### src/rtl/neuron_step_sched.sv
// Time-multiplexed scheduler for one shared neuron-update datapath.
// Sweeps all virtual neurons once per step_start and applies the spike, reset and refractory rules.
module neuron_step_sched #(
  parameter int                    N_NEUR = 8,
  parameter int                    V_W    = 16,
  parameter logic signed [V_W-1:0] V_TH   = 16'sd1024,
  parameter logic signed [V_W-1:0] V_RST  = -16'sd512,
  parameter int                    REFRAC = 4,
  parameter int                    REF_W  = 4,
  parameter int                    IDX_W  = $clog2(N_NEUR)
) (
  input  logic             clk,
  input  logic             rst_n,
  input  logic             step_start,
  output logic             busy,
  output logic             step_done,
  output logic [IDX_W-1:0] cur_addr,
  input  logic [V_W-1:0]   cur_data,
  output logic             dp_req_valid,
  input  logic             dp_req_ready,
  output logic [V_W-1:0]   dp_v,
  output logic [V_W-1:0]   dp_i,
  input  logic             dp_rsp_valid,
  input  logic [V_W-1:0]   dp_rsp_v,
  output logic             spike_valid,
  output logic [IDX_W-1:0] spike_idx,
  input  logic [IDX_W-1:0] dbg_addr,
  output logic [V_W-1:0]   dbg_v
);

  typedef enum logic [2:0] {S_IDLE, S_FETCH, S_REQ, S_WAIT, S_WB, S_DONE} state_t;

  state_t                 state, state_nxt;
  logic [IDX_W-1:0]       idx;
  logic [V_W-1:0]         v_mem   [N_NEUR];
  logic [REF_W-1:0]       ref_cnt [N_NEUR];
  logic signed [V_W-1:0]  rsp_q;
  logic                   last, refr, spike;

  assign last  = (idx == IDX_W'(N_NEUR - 1));
  assign refr  = (ref_cnt[idx] != '0);
  assign spike = (state == S_WB) && (rsp_q >= V_TH);
  assign dbg_v = v_mem[dbg_addr];

  // Handshake: a request transfers on the rising edge where dp_req_valid && dp_req_ready;
  // dp_v/dp_i stay frozen while valid is high; a response is taken only in WAIT.
  always_ff @(posedge clk or negedge rst_n) begin
    if (!rst_n) state <= S_IDLE;
    else        state <= state_nxt;
  end

  always_comb begin
    state_nxt = state;
    case (state)
      S_IDLE:  if (step_start) state_nxt = S_FETCH;
      S_FETCH: if (refr) state_nxt = last ? S_DONE : S_FETCH;
               else      state_nxt = S_REQ;
      S_REQ:   if (dp_req_ready) state_nxt = S_WAIT;
      S_WAIT:  if (dp_rsp_valid) state_nxt = S_WB;
      S_WB:    state_nxt = last ? S_DONE : S_FETCH;
      S_DONE:  state_nxt = S_IDLE;
      default: state_nxt = S_IDLE;
    endcase
  end

  always_comb begin
    busy         = (state != S_IDLE);
    step_done    = (state == S_DONE);
    dp_req_valid = (state == S_REQ);
    spike_valid  = spike;
    spike_idx    = spike ? idx : '0;
    cur_addr     = idx;
  end

  always_ff @(posedge clk or negedge rst_n) begin
    if (!rst_n) begin
      idx   <= '0;
      dp_v  <= '0;
      dp_i  <= '0;
      rsp_q <= '0;
      for (int k = 0; k < N_NEUR; k++) begin
        v_mem[k]   <= V_RST;
        ref_cnt[k] <= '0;
      end
    end else begin
      case (state)
        S_FETCH: begin
          if (refr) begin
            ref_cnt[idx] <= ref_cnt[idx] - 1'b1;
            if (!last) idx <= idx + 1'b1;
          end else begin
            dp_v <= v_mem[idx];
            dp_i <= cur_data;
          end
        end
        S_WAIT: if (dp_rsp_valid) rsp_q <= dp_rsp_v;
        S_WB: begin
          if (spike) begin
            v_mem[idx]   <= V_RST;
            ref_cnt[idx] <= REF_W'(REFRAC);
          end else begin
            v_mem[idx] <= rsp_q;
          end
          if (!last) idx <= idx + 1'b1;
        end
        S_DONE:  idx <= '0;
        default: ;
      endcase
    end
  end

endmodule
### config.mk
export PLATFORM = sky130hd
export DESIGN_NAME = neuron_step_sched
export DESIGN_NICKNAME = d
export VERILOG_FILES = /design/src/rtl/neuron_step_sched.sv
export SDC_FILE = /design/constraint.sdc
export NUM_CORES = 1
export LEC_CHECK = 0
export CAP_MARGIN = 5
export CORE_MARGIN = 5
export CORE_UTILIZATION = 53
export CTS_CLUSTER_SIZE = 30
export DETAILED_ROUTE_END_ITERATION = 6
export HOLD_SLACK_MARGIN = 0.05
export PLACE_DENSITY = 0.75
export SYNTH_ARGS = -nofsm -noshare
export SYNTH_HDL_FRONTEND = slang
export SYNTH_SLANG_ARGS = --single-unit
export TNS_END_PERCENT = 5
### constraint.sdc
create_clock -name clk -period 6.78 [get_ports clk]
set_input_delay 1.356 -clock clk [delete_from_list [all_inputs] [get_ports clk]]
set_output_delay 1.356 -clock clk [all_outputs]
set_load 0.02 [all_outputs]
==> results.tsv, run 1 <==
metric	value	unit
dp_hpwl	15400	um
port-buffer-count	97	
dp.cells	1132	
cts_tree	done	
grt_overflow_total	0	
wl	25600	um
post-route-drc-count	0	
yosys_warnings	0	
clkTransAtPathRegs	0.06	ns
cp.required	5.42	ns
drive_above_1_share	0.232	
clk_path_buf_depth	3	
grt_pass1_vias	7419	
worstSetupStartpoint	dbg_addr[1]	
nets	965	
core-area	0.0186	mm2
die_height	148	um
worst-setup-path-type	in -> out	
grt_usage	0.237	
place_ws	1.44	ns
synth_area	0.0100	mm2
cts.repair.resized	0	
hold_class	reg -> reg	
ios	98	
synth-xor-area-share	0.000874	
rsz0062_at_grt	false	
grt_first_pass_wirelength	41300	um
vias	7291	
setup_slack	1.40	ns
yosysMostFrequentCell	dfrtp_1	
stdcell_area	0.0119	mm2
n_antenna_cell	0	
cap_viol_max_count	0	
slew_headroom	0.155	
die_w	148	um
placed_area	0.0111	mm2
drtAntennaViolNets	0	
cp-start-kind	input port	
setup_violations	0	
synthFlopType	dfrtp_1	
p_per_area	502	mW/mm2
finalNonFillerCells	1172	
wl_per_cell	21.9	um
dieArea	0.0218	mm2
cts_buffers	22	
register_area	0.00543	mm2
rows	50	
final_core_util	0.638	
antenna_found_initial	0	
critPathMaxFanout	18	
post_cts_buffers	0	
p_total	5.97	mW
cts-root-buf	clkbuf_16	
synth_cell_types	51	
p_leak	4.91	nW
max-vdd-ir-drop	0.000322	V
numClockSinks	214	
drtIter0Drc	681	
synth_top_area_frac	0.394	
synth_common_cells	dfrtp_1 (158), nand2_1 (151), o21ai_0 (129)	
synth-simple-area-share	0.0799	
routed_via_density	6.22	
crit_path_end_kind	output pin	
ys_seq_area_frac	0.541	
slew_viol_final	0	
synth_compound_area_frac	0.165	
synth-seq-cells	214	
worstMarginPinSlew	1.26	ns
dr.pass1.iters	5	
regToRegStartpoint	cur_addr[0]	
synth-async-reset-ratio	1.00	
fillCellCount	1457	
synth_fa_ha_area_frac	0.00474	
area_growth	18.7	%
cts_max_level	1	
min_period	5.38	ns
status	completed	
holdWs	0.475	ns
avgSynthCellArea	11.7	um2
netlist_instances	860	
finClkSkew	0.0153	ns
min_from	dp_v[6]	
post-route-period-util	0.794	
finalSetupTns	0	ns
grt_max_degree	80	
yosysTopAreaCell	dfrtp_1	
multi_input_area	0.00431	mm2
hold_viol	0	
start_util	0.538	
arrival	4.03	ns
clkLatencyLatePin	0.51	ns
gpl.final_weighted_congestion	0.838	
synth-edff-count	0	
synth_top_family_by_area	multiplexers	
postCtsHoldBufs	0	
ys_top_cells_by_area	dfrtp_1 (39%), dfstp_2 (15%), mux4_2 (9.0%)	
synthMuxAreaShare	0.180	
max_freq	0.186	GHz
syn-num-nets	903	
kinds of logic after synthesis:
group           after synthesis
buf+inv                      73
simple gates                190
xor+xnor                      1
compound gates              259
flops                       214
fa+ha+maj                     4
mux                         119
layout make-up:
cell class,count,share of cell area
clock inverters,7,0.0139
repair buffers,105,0.0866
multi-input cells,573,0.362
well taps,234,0.0246
inverters,6,0.00189
clock buffers,33,0.0549
flip-flops and latches,214,0.456
cell usage in the layout (no fill, tap or decap), types with 3 or more instances in the layout:
cell type / netlist / final
dfstp_2: 56 / 56
clkbuf_8: 0 / 5
nand2_1: 151 / 151
a22o_1: 16 / 16
clkbuf_1: 48 / 6
o21ai_1: 7 / 7
mux2i_1: 4 / 4
a21o_1: 16 / 16
a221oi_1: 16 / 16
clkdlybuf4s50_1: 0 / 95
a22oi_1: 32 / 32
nor2_1: 14 / 14
a31oi_1: 18 / 18
and3_1: 3 / 3
o21ai_0: 129 / 129
mux2_1: 6 / 6
a21oi_1: 9 / 9
mux4_2: 40 / 40
mux2_2: 67 / 67
clkbuf_16: 0 / 23
bufinv_16: 0 / 5
inv_1: 4 / 4
ha_1: 3 / 3
dfrtp_1: 158 / 158
o2bb2ai_1: 8 / 8
buf_4: 1 / 8
state kept, by name, indices dropped and copies added, names as in the netlist:
name	cells
dp_i	16
state	3
v_mem	128
rsp_q	16
dp_v	16
ref_cnt	32
cur_addr	3
worst paths after layout:
| kind | depth (start not counted) | to | slack [ns] |
|---|---|---|---|
| worst max-delay path | 5 | dbg_v[1] | 1.40 |
| worst min-delay path | 1 | dp_v[6] | 0.47 |
| worst max register to register | 3 | v_mem[111] | 3.19 |
| worst min register to register | 1 | dp_v[6] | 0.47 |
| max in group asynchronous | 2 | v_mem[38] | 4.61 |
| min in group asynchronous | 1 | ref_cnt[16] | 0.81 |
critical path, cell delays in order:
cell and delay [ns]:
clkdlybuf4s50_1 1.06, buf_4 0.42, mux4_2 0.34, mux2_2 0.30, clkdlybuf4s50_1 0.54
per-layer routing:
metal / global-route usage / routed length, um / vias up
met5: 0 / 0 / -
li1: - / - / 3280
met2: 0.397 / 12400 / 306
met3: 0.0365 / 1780 / 59
met1: 0.321 / 10800 / 3646
met4: 0.0741 / 636 / 0
power breakdown:
part	internal [mW]	total [mW]	switching [mW]
Sequential	1.91	2.35	0.446
Combinational	1.02	2.26	1.24
Clock	0.856	1.36	0.503
Total	3.78	5.97	2.19
Note: power is estimated with default switching activity, not from simulation.
==> run 2, diff against run 1 <==
--- a/config.mk
+++ b/config.mk
@@ -7,11 +7,11 @@
 export LEC_CHECK = 0
 export CAP_MARGIN = 5
 export CORE_MARGIN = 5
-export CORE_UTILIZATION = 53
+export CORE_UTILIZATION = 52
 export CTS_CLUSTER_SIZE = 30
 export DETAILED_ROUTE_END_ITERATION = 6
 export HOLD_SLACK_MARGIN = 0.05
-export PLACE_DENSITY = 0.75
+export PLACE_DENSITY = 0.77
 export SYNTH_ARGS = -nofsm -noshare
 export SYNTH_HDL_FRONTEND = slang
 export SYNTH_SLANG_ARGS = --single-unit
==> constraint.sdc (replaced) <==
create_clock -name clk -period 4.7 [get_ports clk]
set_input_delay 0.94 -clock clk [delete_from_list [all_inputs] [get_ports clk]]
set_output_delay 0.94 -clock clk [all_outputs]
set_load 0.02 [all_outputs]
==> run 2 against run 1 <==
Effect of this change:
- cell count up 3.8%
- clock-buffer cell count did not move
- critical path depth grew 1
- final area increased by 2.2%
- flip-flop and latch count unchanged
- sequential power rose by 45%
- critical endpoint is now spike_idx[0]
- largest cell class unchanged
==> results.tsv, run 2 (same netlist as run 1, synthesis figures left out) <==
metric	value	unit	change
finClkSkew	0.0126	ns	was 0.0153 ns
n_antenna_cell	0		unchanged
final_cell_mix	dfrtp_1 (158), nand2_1 (151), o21ai_0 (129), clkdlybuf4s50_1 (95), mux2_2 (67)		unchanged
hold_class	reg -> reg		unchanged
critPathMaxFanout	12		was 18
nets	981		was 965
hold_depth	1		unchanged
post-route-drc-count	0		unchanged
rrSetupSlack	1.51	ns	was 3.19 ns
drtAntennaViolNets	0		unchanged
antenna_found_initial	0		unchanged
clkLatencyLatePin	0.51	ns	about the same
post-route-period-util	0.883		
cts_tree	done		unchanged
dp_hpwl	15900	um	was 15400 um
cp.required	3.76	ns	was 5.42 ns
slew_headroom	0.222		was 0.155
post_cts_buffers	0		unchanged
hold_viol	0		unchanged
grt_first_pass_wirelength	41800	um	was 41300 um
rows	50		unchanged
top_regs	v_mem: 128 flops, ref_cnt: 32 flops		unchanged
hold_path_end	dp_v[6]		unchanged
clk_path_buf_depth	3		unchanged
grt_max_degree	112		was 80
status	completed		unchanged
arrival	3.21	ns	was 4.03 ns
cts_max_level	1		unchanged
routed_via_density	6.11		was 6.22
largest_reg_flops	128		unchanged
slowest_stage	or4_1		was clkdlybuf4s50_1
min_from	dp_v[6]		unchanged
drtIter0Drc	665		was 681
r2r_cells	6		was 3
worstSetupStartpoint	rsp_q[12]		was dbg_addr[1]
worstMarginPinSlew	1.16	ns	was 1.26 ns
regToRegStartpoint	cur_addr[1]		was cur_addr[0]
cts_buffers	24		was 22
cap_viol_max_count	0		unchanged
p_per_area	723	mW/mm2	was 502 mW/mm2
final_core_util	0.646		was 0.638
max-vdd-ir-drop	0.000389	V	was 0.000322 V
grt_usage	0.238		was 0.237
cts.repair.resized	0		unchanged
numClockSinks	214		unchanged
dieArea	0.0222	mm2	was 0.0218 mm2
p_leak	5.04	nW	was 4.91 nW
crit_path_end_kind	output pin		unchanged
top_register	v_mem		unchanged
min_period	4.15	ns	
holdWs	0.471	ns	was 0.475 ns
cts-root-buf	clkbuf_16		unchanged
slew_viol_final	0		unchanged
wl	26100	um	was 25600 um
dp.cells	1172		was 1132
drive_above_1_share	0.249		was 0.232
port-buffer-count	97		unchanged
postCtsHoldBufs	0		unchanged
setup_violations	0		unchanged
worstPathCellList	or4_1, nor2_1, or3_1, inv_2, and2_1, clkdlybuf4s50_1		was clkdlybuf4s50_1, buf_4, mux4_2, mux2_2, clkdlybuf4s50_1
finalSetupTns	0	ns	unchanged
cp-start-kind	flop		was input port
die_height	149	um	was 148 um
grt_overflow_total	0		unchanged
max_freq	0.241	GHz	
p_total	8.79	mW	was 5.97 mW
area_growth	21.3	%	was 18.7%
core-area	0.0188	mm2	was 0.0186 mm2
die_w	149	um	was 148 um
max_stage_delay	0.61	ns	was 1.06 ns
grt_pass1_vias	7515		was 7419
gpl.final_weighted_congestion	0.821		was 0.838
finalNonFillerCells	1216		was 1172
final_common_cell	dfrtp_1		unchanged
ios	98		unchanged
dr.pass1.iters	6		was 5
start_util	0.532		was 0.538
clkTransAtPathRegs	0.06	ns	about the same
rr_endpoint	ref_cnt[22]		was v_mem[111]
rsz0062_at_grt	false		unchanged
wl_per_cell	21.5	um	was 21.9 um
vias	7429		was 7291
worst-setup-path-type	reg -> out		was in -> out
==> run 2: worst max-delay path, delay by kind of cell (launching register included) <==
kind | cells | cell delay, ns
DFF | 1 | 0.38
and+or+nand+nor | 4 | 1.55
buffers and inverters | 2 | 0.77
==> run 2: how the worst max path moves through the flow <==
stage,endpoint,slack [ns]
5_1_grt,spike_idx[0],0.42
4_1_cts,spike_idx[0],0.60
3_5_place_dp,dbg_v[8],0.70
3_3_place_gp,dbg_v[5],0.74
2_1_floorplan,dbg_v[0],1.18
6_report,spike_idx[0],0.55
==> run 2: power by group <==
group	total (mW)	leakage (nW)	switching [mW]	internal [mW]
clock	2.11	0.444	0.739	1.37
sequential	3.41	2.63	0.657	2.75
combinational	3.28	1.96	1.79	1.49
total	8.79	5.04	3.18	5.61
==> run 2: final cells by class <==
cell class	instances	area, um2
inverters	6	22.5
fillers	1447	6670
flip-flops and latches	214	5430
clock inverters	11	214
clock buffers	33	696
well taps	260	325
multi-input cells	573	4310
repair buffers	119	1170
==> run 2: metrics by stage <==
step	instance area, um2	setup slack [ns]
2_1_floorplan	10000	1.18
3_3_place_gp	11300	0.741
3_5_place_dp	11300	0.701
4_1_cts	12200	0.602
5_1_grt	12200	0.422
6_report	12200	0.550
==> run 2: metal layers <==
metal  global-route usage  vias to the layer above  part of all wire
li1                     -                     3324                 -
met1                0.326                     3698              0.41
met2                0.398                      348              0.49
met3               0.0313                       59             0.072
met4               0.0778                        0             0.029
met5                    0                        -                 0
